## config.mk

```make
export PLATFORM = sky130hd
export DESIGN_NAME = dma_copy_engine
export DESIGN_NICKNAME = d
export VERILOG_FILES = /design/src/rtl/dma_copy_engine.sv
export SDC_FILE = /design/constraint.sdc
export NUM_CORES = 1
export LEC_CHECK = 0
export BUFFER_PORTS_ARGS = -buffer_cell sky130_fd_sc_hd__buf_4
export CORE_ASPECT_RATIO = 2
export CORE_MARGIN = 5
export CORE_UTILIZATION = 40
export DETAILED_ROUTE_END_ITERATION = 6
export PLACE_DENSITY = 0.66
export SETUP_SLACK_MARGIN = 0.5
export SYNTH_ARGS = -nofsm -noshare
export SYNTH_HDL_FRONTEND = slang
export SYNTH_SLANG_ARGS = --single-unit
```

## constraint.sdc

```tcl
create_clock -name clk -period 4.2 [get_ports clk]
set_input_delay 0.84 -clock clk [delete_from_list [all_inputs] [get_ports clk]]
set_output_delay 0.84 -clock clk [all_outputs]
set_load 0.005 [all_outputs]
```

## src/rtl/dma_copy_engine.sv

```systemverilog
// Byte-serial RAM-to-RAM copy engine: copies length bytes from src_addr to dst_addr.
// Optional macro CHECKSUM_EN adds a running modulo-2**DATA_WIDTH checksum output.
module dma_copy_engine #(
    parameter int ADDR_WIDTH = 8,
    parameter int DATA_WIDTH = 8
) (
    input  logic                  clk,
    input  logic                  rst,
    input  logic                  start,
    input  logic [ADDR_WIDTH-1:0] src_addr,
    input  logic [ADDR_WIDTH-1:0] dst_addr,
    input  logic [ADDR_WIDTH-1:0] length,
    output logic                  busy,
    output logic                  done,
    output logic [ADDR_WIDTH-1:0] mem_addr,
    output logic                  mem_we,
    output logic [DATA_WIDTH-1:0] mem_wdata,
    input  logic [DATA_WIDTH-1:0] mem_rdata
`ifdef CHECKSUM_EN
    ,
    output logic [DATA_WIDTH-1:0] checksum
`endif
);

    localparam logic [1:0] S_IDLE  = 2'd0;
    localparam logic [1:0] S_READ  = 2'd1;
    localparam logic [1:0] S_WRITE = 2'd2;
    localparam logic [1:0] S_DONE  = 2'd3;

    logic [1:0]            r_state;
    logic [ADDR_WIDTH-1:0] r_src_ptr;
    logic [ADDR_WIDTH-1:0] r_dst_ptr;
    logic [ADDR_WIDTH-1:0] r_cnt;
    logic [DATA_WIDTH-1:0] r_data;

    wire w_accept = (r_state == S_IDLE) && start;

    // NOTE: state registers use non-blocking assignments so every register
    // samples the pre-edge values of the others, independent of statement order.
    always_ff @(posedge clk or posedge rst) begin
        if (rst) begin
            r_state   <= S_IDLE;
            r_src_ptr <= '0;
            r_dst_ptr <= '0;
            r_cnt     <= '0;
            r_data    <= '0;
        end else begin
            case (r_state)
                S_IDLE: begin
                    if (start) begin
                        r_src_ptr <= src_addr;
                        r_dst_ptr <= dst_addr;
                        r_cnt     <= length;
                        r_state   <= (length != '0) ? S_READ : S_DONE;
                    end
                end
                S_READ: begin
                    r_data    <= mem_rdata;
                    r_src_ptr <= r_src_ptr + 1'b1;
                    r_state   <= S_WRITE;
                end
                S_WRITE: begin
                    r_dst_ptr <= r_dst_ptr + 1'b1;
                    r_cnt     <= r_cnt - 1'b1;
                    r_state   <= (r_cnt == ADDR_WIDTH'(1)) ? S_DONE : S_READ;
                end
                default: r_state <= S_IDLE;
            endcase
        end
    end

    // NOTE: outputs decode straight from r_state, so an asynchronous reset
    // drops mem_we in the same instant without waiting for a clock edge.
    assign busy      = (r_state == S_READ) || (r_state == S_WRITE);
    assign done      = (r_state == S_DONE);
    assign mem_we    = (r_state == S_WRITE);
    assign mem_addr  = (r_state == S_READ)  ? r_src_ptr :
                       (r_state == S_WRITE) ? r_dst_ptr : '0;
    assign mem_wdata = (r_state == S_WRITE) ? r_data : '0;

`ifdef CHECKSUM_EN
    logic [DATA_WIDTH-1:0] r_checksum;

    always_ff @(posedge clk or posedge rst) begin
        if (rst) begin
            r_checksum <= '0;
        end else if (w_accept) begin
            r_checksum <= '0;
        end else if (r_state == S_WRITE) begin
            r_checksum <= r_checksum + r_data;
        end
    end

    assign checksum = r_checksum;
`else
    wire w_unused_accept = w_accept;
`endif

endmodule

```

==> impl_metrics.toml, run 1 <==
[outcome]
status = "completed"

[layout]
layout-drive-gt1-share = 0.252
syn2layout_area_growth_pct = 23.1
final_cell_count_no_fill = 374
diodes = 0
final_common_cell = "buf_4"
nNetsFinal = 357
fin_util = 0.510
design_area_sq_mm = 0.00279
final_cell_mix = "58 x buf_4, 34 x dfrtp_1, 28 x nand2_1, 26 x a21oi_1, 26 x o21ai_0"

[logic_synthesis]
syn_nets = 314
syn_area_per_cell_sq_um = 8.38
yosysWarningCount = 0
yosysSeqAreaShare = 0.376
syn-instance-count = 270
synth.distinct_cells = 38
ys_ff_latch = 34
syn_area_sq_mm = 0.00226

[drt]
drc = 0
firstDrtPassIters = 4
avgRoutedWirePerCell_um = 15.0
ant_nets = 0
vias = 2106
drt_iter0_markers = 127
wl_mm = 5.61
via_per_inst = 5.63

[clock_tree]
numCtsBuffers = 5
cts-htree-levels = 2
clk_pin_slew_ps = 80
cts_tree = "done"
cts_sinks = 34
post-cts-setup-buffers = 0
cts_resized = 0
clockBufferDepth = 2
holdBufCountCts = 0
root_buffer = "clkbuf_8"
clk_latency_ps = 280

[power_and_ir_drop]
swShare = 0.422
p_leak_nw = 1.22
p_seq_frac = 0.334
ir_drop_mv = 0.400
clkPwrFrac = 0.145
p_comb_frac = 0.521
intPower_mw = 1.19
power_mw = 2.06
p_sw_uw = 870
p_per_area_mw_per_mm2 = 740

[global_routing]
grt_busiest_layer = "met2"
grt_pass1_vias = 2051
grt_pass1_wl_mm = 9.49
grt_util_met2 = 0.286
grt_use_met3 = 0.0327
track_usage = 0.157
grt_max_degree = 35
overflow = 0
antenna_found_initial = 0
use_met1 = 0.180

[floorplan]
core_area_sq_mm = 0.00547
fp.dieW_um = 63.2
rows = 38
start_util = 0.414
die_h_um = 116
fp.dieArea_sq_mm = 0.00735
ios = 54

[setup_path]
cpMostUsedCell = "buf_4"
start_kind = "flip-flop"
crit_type = "reg -> out"
slowest_delay_ps = 660
crit_path_end_kind = "output pin"
cp_max_fo = 30
critPathRequiredTime_ps = 3360
worstPathCellList = "inv_1 > ha_1 > buf_4 > and2_1 > buf_4"
cp.arrival_ps = 2180
cpMaxStageDelayCell = "ha_1"

[sta]
rsz0062_at_grt = "false"
finalCritPeriodShare = 0.720
fin_crit_ps = 3020
drv_slew = 0
slew_headroom = 0.374
finalWorstSetupSlack_ps = 1180
finalHoldViolCount = 0
tightest_slew_ps = 912
holdWs_ps = 501
setup_tns_ps = 0
skew_ps = 7.41
fmax_mhz = 331
setup_viol = 0

[place]
pre_cts_ws_ps = 1490
dpl-instance-area_sq_mm = 0.00267
place_congestion = 0.758
port_buffers = 53
hpwl_mm = 4.18
place_inst = 366

[min_path]
hp-class = "reg -> reg"

[flow_run]
maxCapViolations = 0
-- power groups by stage --
stage                     Sequential, mW  Combinational, mW  Clock, mW
after global routing               0.723               1.22      0.325
final                              0.688               1.07      0.298
after detailed placement           0.690               1.08          0
after CTS                          0.686               1.09      0.308
after floorplan                    0.619              0.823          0
after global placement             0.688               1.06          0
-- logic make-up after synthesis --
| logic type | share of synthesized area |
|---|---|
| compound gates | 0.234 |
| fa+ha+maj | 0.0498 |
| buf+inv | 0.0630 |
| flops | 0.376 |
| mux | 0.0807 |
| simple gates | 0.197 |
-- cell usage after synthesis --
cell	n	area share
a211oi_1	2	0.0066
a21oi_1	26	0.057
a2bb2oi_1	1	0.0039
a31oi_1	7	0.019
a41o_1	1	0.0044
a41oi_1	1	0.0039
and2_1	8	0.022
and3_2	2	0.0066
and4_1	1	0.0039
buf_1	1	0.0017
buf_2	14	0.031
clkbuf_1	6	0.0099
clkbuf_2	1	0.0022
dfrtp_1	34	0.38
ha_1	9	0.050
inv_1	11	0.018
mux2_2	10	0.050
mux2i_1	7	0.031
nand2_1	28	0.046
nand2b_1	3	0.0083
nand3_1	13	0.029
nand4_1	3	0.0083
nand4_2	1	0.0055
nand4b_1	1	0.0039
nor2_1	16	0.027
nor2b_1	3	0.0083
nor3_1	2	0.0044
nor3b_1	2	0.0066
nor4_1	2	0.0055
nor4bb_1	1	0.0044
o211ai_1	1	0.0033
o21ai_0	26	0.057
o21bai_1	2	0.0066
o22a_1	7	0.027
o22ai_1	13	0.036
o32ai_1	2	0.0077
or3_1	1	0.0028
or4b_1	1	0.0044
-- layout make-up --
cell class                      count  area (sq um)
Sequential cell                    34           851
Timing Repair Buffer               58           435
Multi-Input combinational cell    203          1270
Fill cell                         517          2680
Clock inverter                      3          45.0
Inverter                           11          41.3
Clock buffer                        5          68.8
Tap cell                           60          75.1
-- routing by layer --
metal  part of all wire  up-vias
met5                  0        -
met4              0.017        0
met3              0.047        9
met2               0.54       51
met1               0.39      984
li1                   -     1062
-- state kept, by name, summed over array words and instances, names as in the netlist --
name	flops
r_state	2
r_src_ptr	8
r_dst_ptr	8
r_data	8
r_cnt	8
-- critical path: cells and delay by family (launching register included) --
kind                     cells  cell delay [ps]
adder cells (fa/ha/maj)      1              660
buffers and inverters        3              630
flip-flops                   1              430
AND/OR/NAND/NOR              1              180
-- final timing paths --
kind,startpoint,to,slack (ps),depth (start not counted)
min in group asynchronous,rst,r_cnt[3],640,3
max in group asynchronous,rst,r_dst_ptr[6],3230,3
min,r_data[6],r_data[6],500,1
min reg2reg,r_data[6],r_data[6],500,1
max,r_state[0],mem_wdata[3],1180,5
max reg2reg,r_state[0],r_cnt[5],1570,7
(Power assumes the default switching activity.)
==> run 2: changes to the inputs <==
- clock period: 4.2 -> 2.9 ns (I/O delays scaled with it)
==> run 2 against run 1 <==
Compared with the run above:
- clock skew down 4.5 ps
- largest cell class unchanged
- sequential power up 47%
- clock power up 23%
- total power up 46%
- die area unchanged
- wire length up 4.5%
- combinational power up 52%
- global-route usage up 0.70 points
- critical path type unchanged
==> impl_metrics.toml, run 2 (synthesized netlist as in run 1, its figures left out) <==
[drt]
wl_mm = 5.86
vias = 2152
drt_iter0_markers = 108
drc = 0
ant_nets = 0
via_per_inst = 5.66
avgRoutedWirePerCell_um = 15.4
firstDrtPassIters = 4

[clock_tree]
root_buffer = "clkbuf_8"
clk_latency_ps = 280
cts-htree-levels = 2
holdBufCountCts = 0
clk_pin_slew_ps = 70
numCtsBuffers = 5
cts_tree = "done"
cts_sinks = 34
clockBufferDepth = 2

[layout]
layout-drive-gt1-share = 0.269
fillers = 553
syn2layout_area_growth_pct = 24.9
diodes = 0
final_common_cell = "buf_4"
final_cell_count_no_fill = 380
nNetsFinal = 363
final_cell_mix = "63 x buf_4, 34 x dfrtp_1, 28 x nand2_1, 26 x a21oi_1, 26 x o21ai_0"

[place]
hpwl_mm = 4.46
port_buffers = 53
pre_cts_ws_ps = 720
place_congestion = 0.765
place_inst = 372

[min_path]
hp-class = "in -> async"

[setup_path]
crit_path_end_kind = "output pin"
cpMaxStageDelayCell = "dfrtp_1"
cp.buffers_inverters = 3
worstPathCellList = "inv_1 > ha_2 > buf_4 > nand2_1 > o21ai_0 > buf_4"
cpMostUsedCell = "buf_4"
start_kind = "flip-flop"
cp_max_fo = 20
critPathRequiredTime_ps = 2320
cp_top_family = "flip-flops"
crit_type = "reg -> out"
cp.arrival_ps = 1650
slowest_delay_ps = 450

[sta]
fmax_mhz = 449
tightest_slew_ps = 628
finalHoldViolCount = 0
slew_headroom = 0.581
skew_ps = 2.95
finalCritPeriodShare = 0.768
fin_crit_ps = 2230
setup_tns_ps = 0
setup_viol = 0
finalWorstSetupSlack_ps = 673
rsz0062_at_grt = "false"
drv_slew = 0

[floorplan]
fp.dieArea_sq_mm = 0.00735
start_util = 0.414
rows = 38
ios = 54
fp.dieW_um = 63.2
core_area_sq_mm = 0.00547
die_h_um = 116

[outcome]
status = "completed"

[global_routing]
grt_pass1_vias = 2048
antenna_found_initial = 0
track_usage = 0.164
grt_max_degree = 29
overflow = 0
grt_pass1_wl_mm = 9.83

[flow_run]
maxCapViolations = 0

[power_and_ir_drop]
ir_drop_mv = 0.707
p_per_area_mw_per_mm2 = 1060
p_leak_nw = 1.25
power_mw = 3.00
run 2: cell types whose count changed in the layout (fill, tap and decap cells not counted), sizes merged:
cell / delta
clkbuf: +2
clkinv: +1
buf: +6
clkinvlp: -2
bufinv: -1
run 2: worst paths after layout:
| kind | start | end | slack, ps | cells past startpoint |
|---|---|---|---|---|
| max reg2reg | r_state[1] | r_src_ptr[7] | 960 | 6 |
| max in group asynchronous | rst | r_src_ptr[2] | 1930 | 3 |
| min in group clk | r_data[6] | r_data[6] | 500 | 1 |
| max | r_state[1] | mem_addr[5] | 670 | 6 |
| min reg2reg | r_data[6] | r_data[6] | 500 | 1 |
| min | rst | r_cnt[3] | 370 | 2 |
run 2: routing by layer:
| layer | vias up | track usage | wire (um) |
|---|---|---|---|
| met2 | 38 | 0.303 | 3220 |
| met1 | 1028 | 0.190 | 2360 |
| met4 | 0 | 0.0499 | 94 |
| met3 | 8 | 0.0289 | 193 |
| li1 | 1078 | - | - |
| met5 | - | 0 | 0 |
run 2: metrics by stage:
stage           util  hold slack (ps)  instance area (sq um)
2_1_floorplan      -              472                   2260
3_3_place_gp   0.497              481                   2720
3_5_place_dp   0.497              492                   2720
4_1_cts        0.514              390                   2810
5_1_grt        0.517              413                   2830
6_report       0.517              373                   2830
run 2: what timing repair did:
action,CTS,global route
gates cloned,0,0
setup endpoints to repair,8,16
resized for setup,1,3
setup buffers,0,0
endpoints found under the hold margin,0,0
run 2: cell type report:
class | count | area [sq um] | share of cell area
multi-input cells | 203 | 1280 | 0.454
flip-flops and latches | 34 | 851 | 0.301
repair buffers | 64 | 484 | 0.171
clock buffers | 7 | 86.3 | 0.0305
well taps | 60 | 75.1 | 0.0265
inverters | 11 | 41.3 | 0.0146
clock inverters | 1 | 5.00 | 0.00177
run 2: power by group:
| group | leakage (nW) | total [mW] | switching, mW | internal [mW] |
|---|---|---|---|---|
| Sequential | 0.390 | 1.01 | 0.292 | 0.716 |
| Combinational | 0.808 | 1.63 | 0.829 | 0.799 |
| Clock | 0.0482 | 0.367 | 0.176 | 0.192 |
| Total | 1.25 | 3.00 | 1.30 | 1.71 |
==> run 3: changes to the inputs <==
- clock period: 2.9 -> 2.2 ns (I/O delays scaled with it)
==> run 3 against run 2 <==
Compared with the run above:
- die area unchanged
- non-clock buffer count increased by 15
- count of clock-buffer cells in the layout unchanged
- critical path depth decreased by 1
- clock skew increased by 1.8 ps
- largest power group unchanged
- highest routed layer unchanged
==> impl_metrics.toml, run 3 (synthesized netlist as in run 1, its figures left out) <==
[drt]
via_per_inst = 5.84
wl_mm = 6.47
drc = 0
avgRoutedWirePerCell_um = 16.4
drt_iter0_markers = 142
vias = 2306
firstDrtPassIters = 4
ant_nets = 0

[sta]
fin_crit_ps = 1900
fmax_mhz = 526
finalHoldViolCount = 0
slew_headroom = 0.630
holdWs_ps = 255
setup_tns_ps = 0
rsz0062_at_grt = "true"
tightest_slew_ps = 550
drv_slew = 0
finalCritPeriodShare = 0.864
skew_ps = 4.73
setup_viol = 0

[layout]
diodes = 0
fin_util = 0.576
register_area_sq_um = 853
nNetsFinal = 378
design_area_sq_mm = 0.00315
syn2layout_area_growth_pct = 39.2
layout-drive-gt1-share = 0.370
final_cell_count_no_fill = 395
final_cell_mix = "67 x buf_4, 32 x dfrtp_1, 25 x a21oi_1, 23 x nand2_1, 17 x o21ai_0"
fillers = 493
final_common_cell = "buf_4"
multi_input_area_sq_mm = 0.00140

[floorplan]
start_util = 0.414
core_area_sq_mm = 0.00547
ios = 54
fp.dieArea_sq_mm = 0.00735
fp.dieW_um = 63.2
die_h_um = 116
rows = 38

[setup_path]
reg2reg_depth = 7
cp.arrival_ps = 1460
r2r-end = "r_src_ptr[7]"
start_kind = "flip-flop"
crit_type = "reg -> out"
reg2reg_setup_slack_ps = 320
crit_path_end_kind = "output pin"
cp_max_fo = 6
rr_startpoint = "r_state[0]"
critPathRequiredTime_ps = 1760

[global_routing]
track_usage = 0.174
grt_pass1_vias = 2280
grt_max_degree = 35
overflow = 0
grt_pass1_wl_mm = 10.3
antenna_found_initial = 0

[power_and_ir_drop]
ir_drop_mv = 0.812
p_comb_frac = 0.606
clkPwrFrac = 0.104
p_leak_nw = 1.39
p_per_area_mw_per_mm2 = 1490
p_seq_frac = 0.289
swShare = 0.421
p_sw_mw = 1.97
intPower_mw = 2.71

[place]
dpl-instance-area_sq_mm = 0.00273
place_inst = 371
port_buffers = 53
hpwl_mm = 4.29
place_congestion = 0.830

[clock_tree]
cts_sinks = 34
clk_pin_slew_ps = 70
root_buffer = "clkbuf_8"
clockBufferDepth = 2
cts-htree-levels = 2
cts_tree = "done"
clk_latency_ps = 280
numCtsBuffers = 5

[min_path]
hp-class = "in -> async"

[outcome]
status = "completed"

[flow_run]
maxCapViolations = 0
[run 3: cell type report]
type	instances	area share
inverters	11	0.0131
multi-input cells	203	0.443
flip-flops and latches	34	0.271
clock buffers	7	0.0274
repair buffers	79	0.220
well taps	60	0.0238
clock inverters	1	0.00159
[run 3: timing repair]
item / CTS / global route
gates resized for setup: 36 / 14
pin swaps: 3 / 6
cloned: 1 / 1
hold buffers: 0 / 0
setup endpoints to repair: 35 / 37
buffers inserted: 11 / 3
[run 3: power groups by stage]
stage | sequential [mW] | combinational [mW] | clock [mW]
6_report | 1.35 | 2.84 | 0.489
5_1_grt | 1.40 | 3.12 | 0.526
4_1_cts | 1.32 | 2.64 | 0.501
3_5_place_dp | 1.33 | 2.17 | 0
3_3_place_gp | 1.32 | 2.14 | 0
2_1_floorplan | 1.18 | 1.64 | 0
[run 3: worst max-delay path by stage]
| stage | to | slack [ps] | startpoint | cells after the start |
|---|---|---|---|---|
| 2_1_floorplan | mem_addr[7] | 510 | r_state[0] | 6 |
| 3_3_place_gp | r_cnt[5] | 380 | r_state[0] | 7 |
| 3_5_place_dp | r_cnt[5] | 350 | r_state[0] | 7 |
| 4_1_cts | mem_addr[4] | 320 | r_state[0] | 5 |
| 5_1_grt | mem_wdata[6] | 270 | r_state[0] | 5 |
| 6_report | mem_addr[1] | 300 | r_state[0] | 5 |
[run 3: stage by stage]
stage / power (mW) / worst slack, ps
final: 4.68 / 300
after global routing: 5.04 / 266
after CTS: 4.46 / 320
after detailed placement: 3.50 / 346
after global placement: 3.45 / 384
after floorplan: 2.82 / 512
[run 3: layer usage]
layer,vias up,routed length (um),track usage
li1,1109,-,-
met1,1110,2460,0.183
met2,72,3530,0.324
met3,15,303,0.0298
met4,0,181,0.0915
met5,-,0,0
[run 3: critical path: stages (launching register included)]
cell	delay (ps)
dfrtp_2	430
buf_4	150
ha_4	190
clkbuf_16	170
o21ai_4	130
buf_6	110
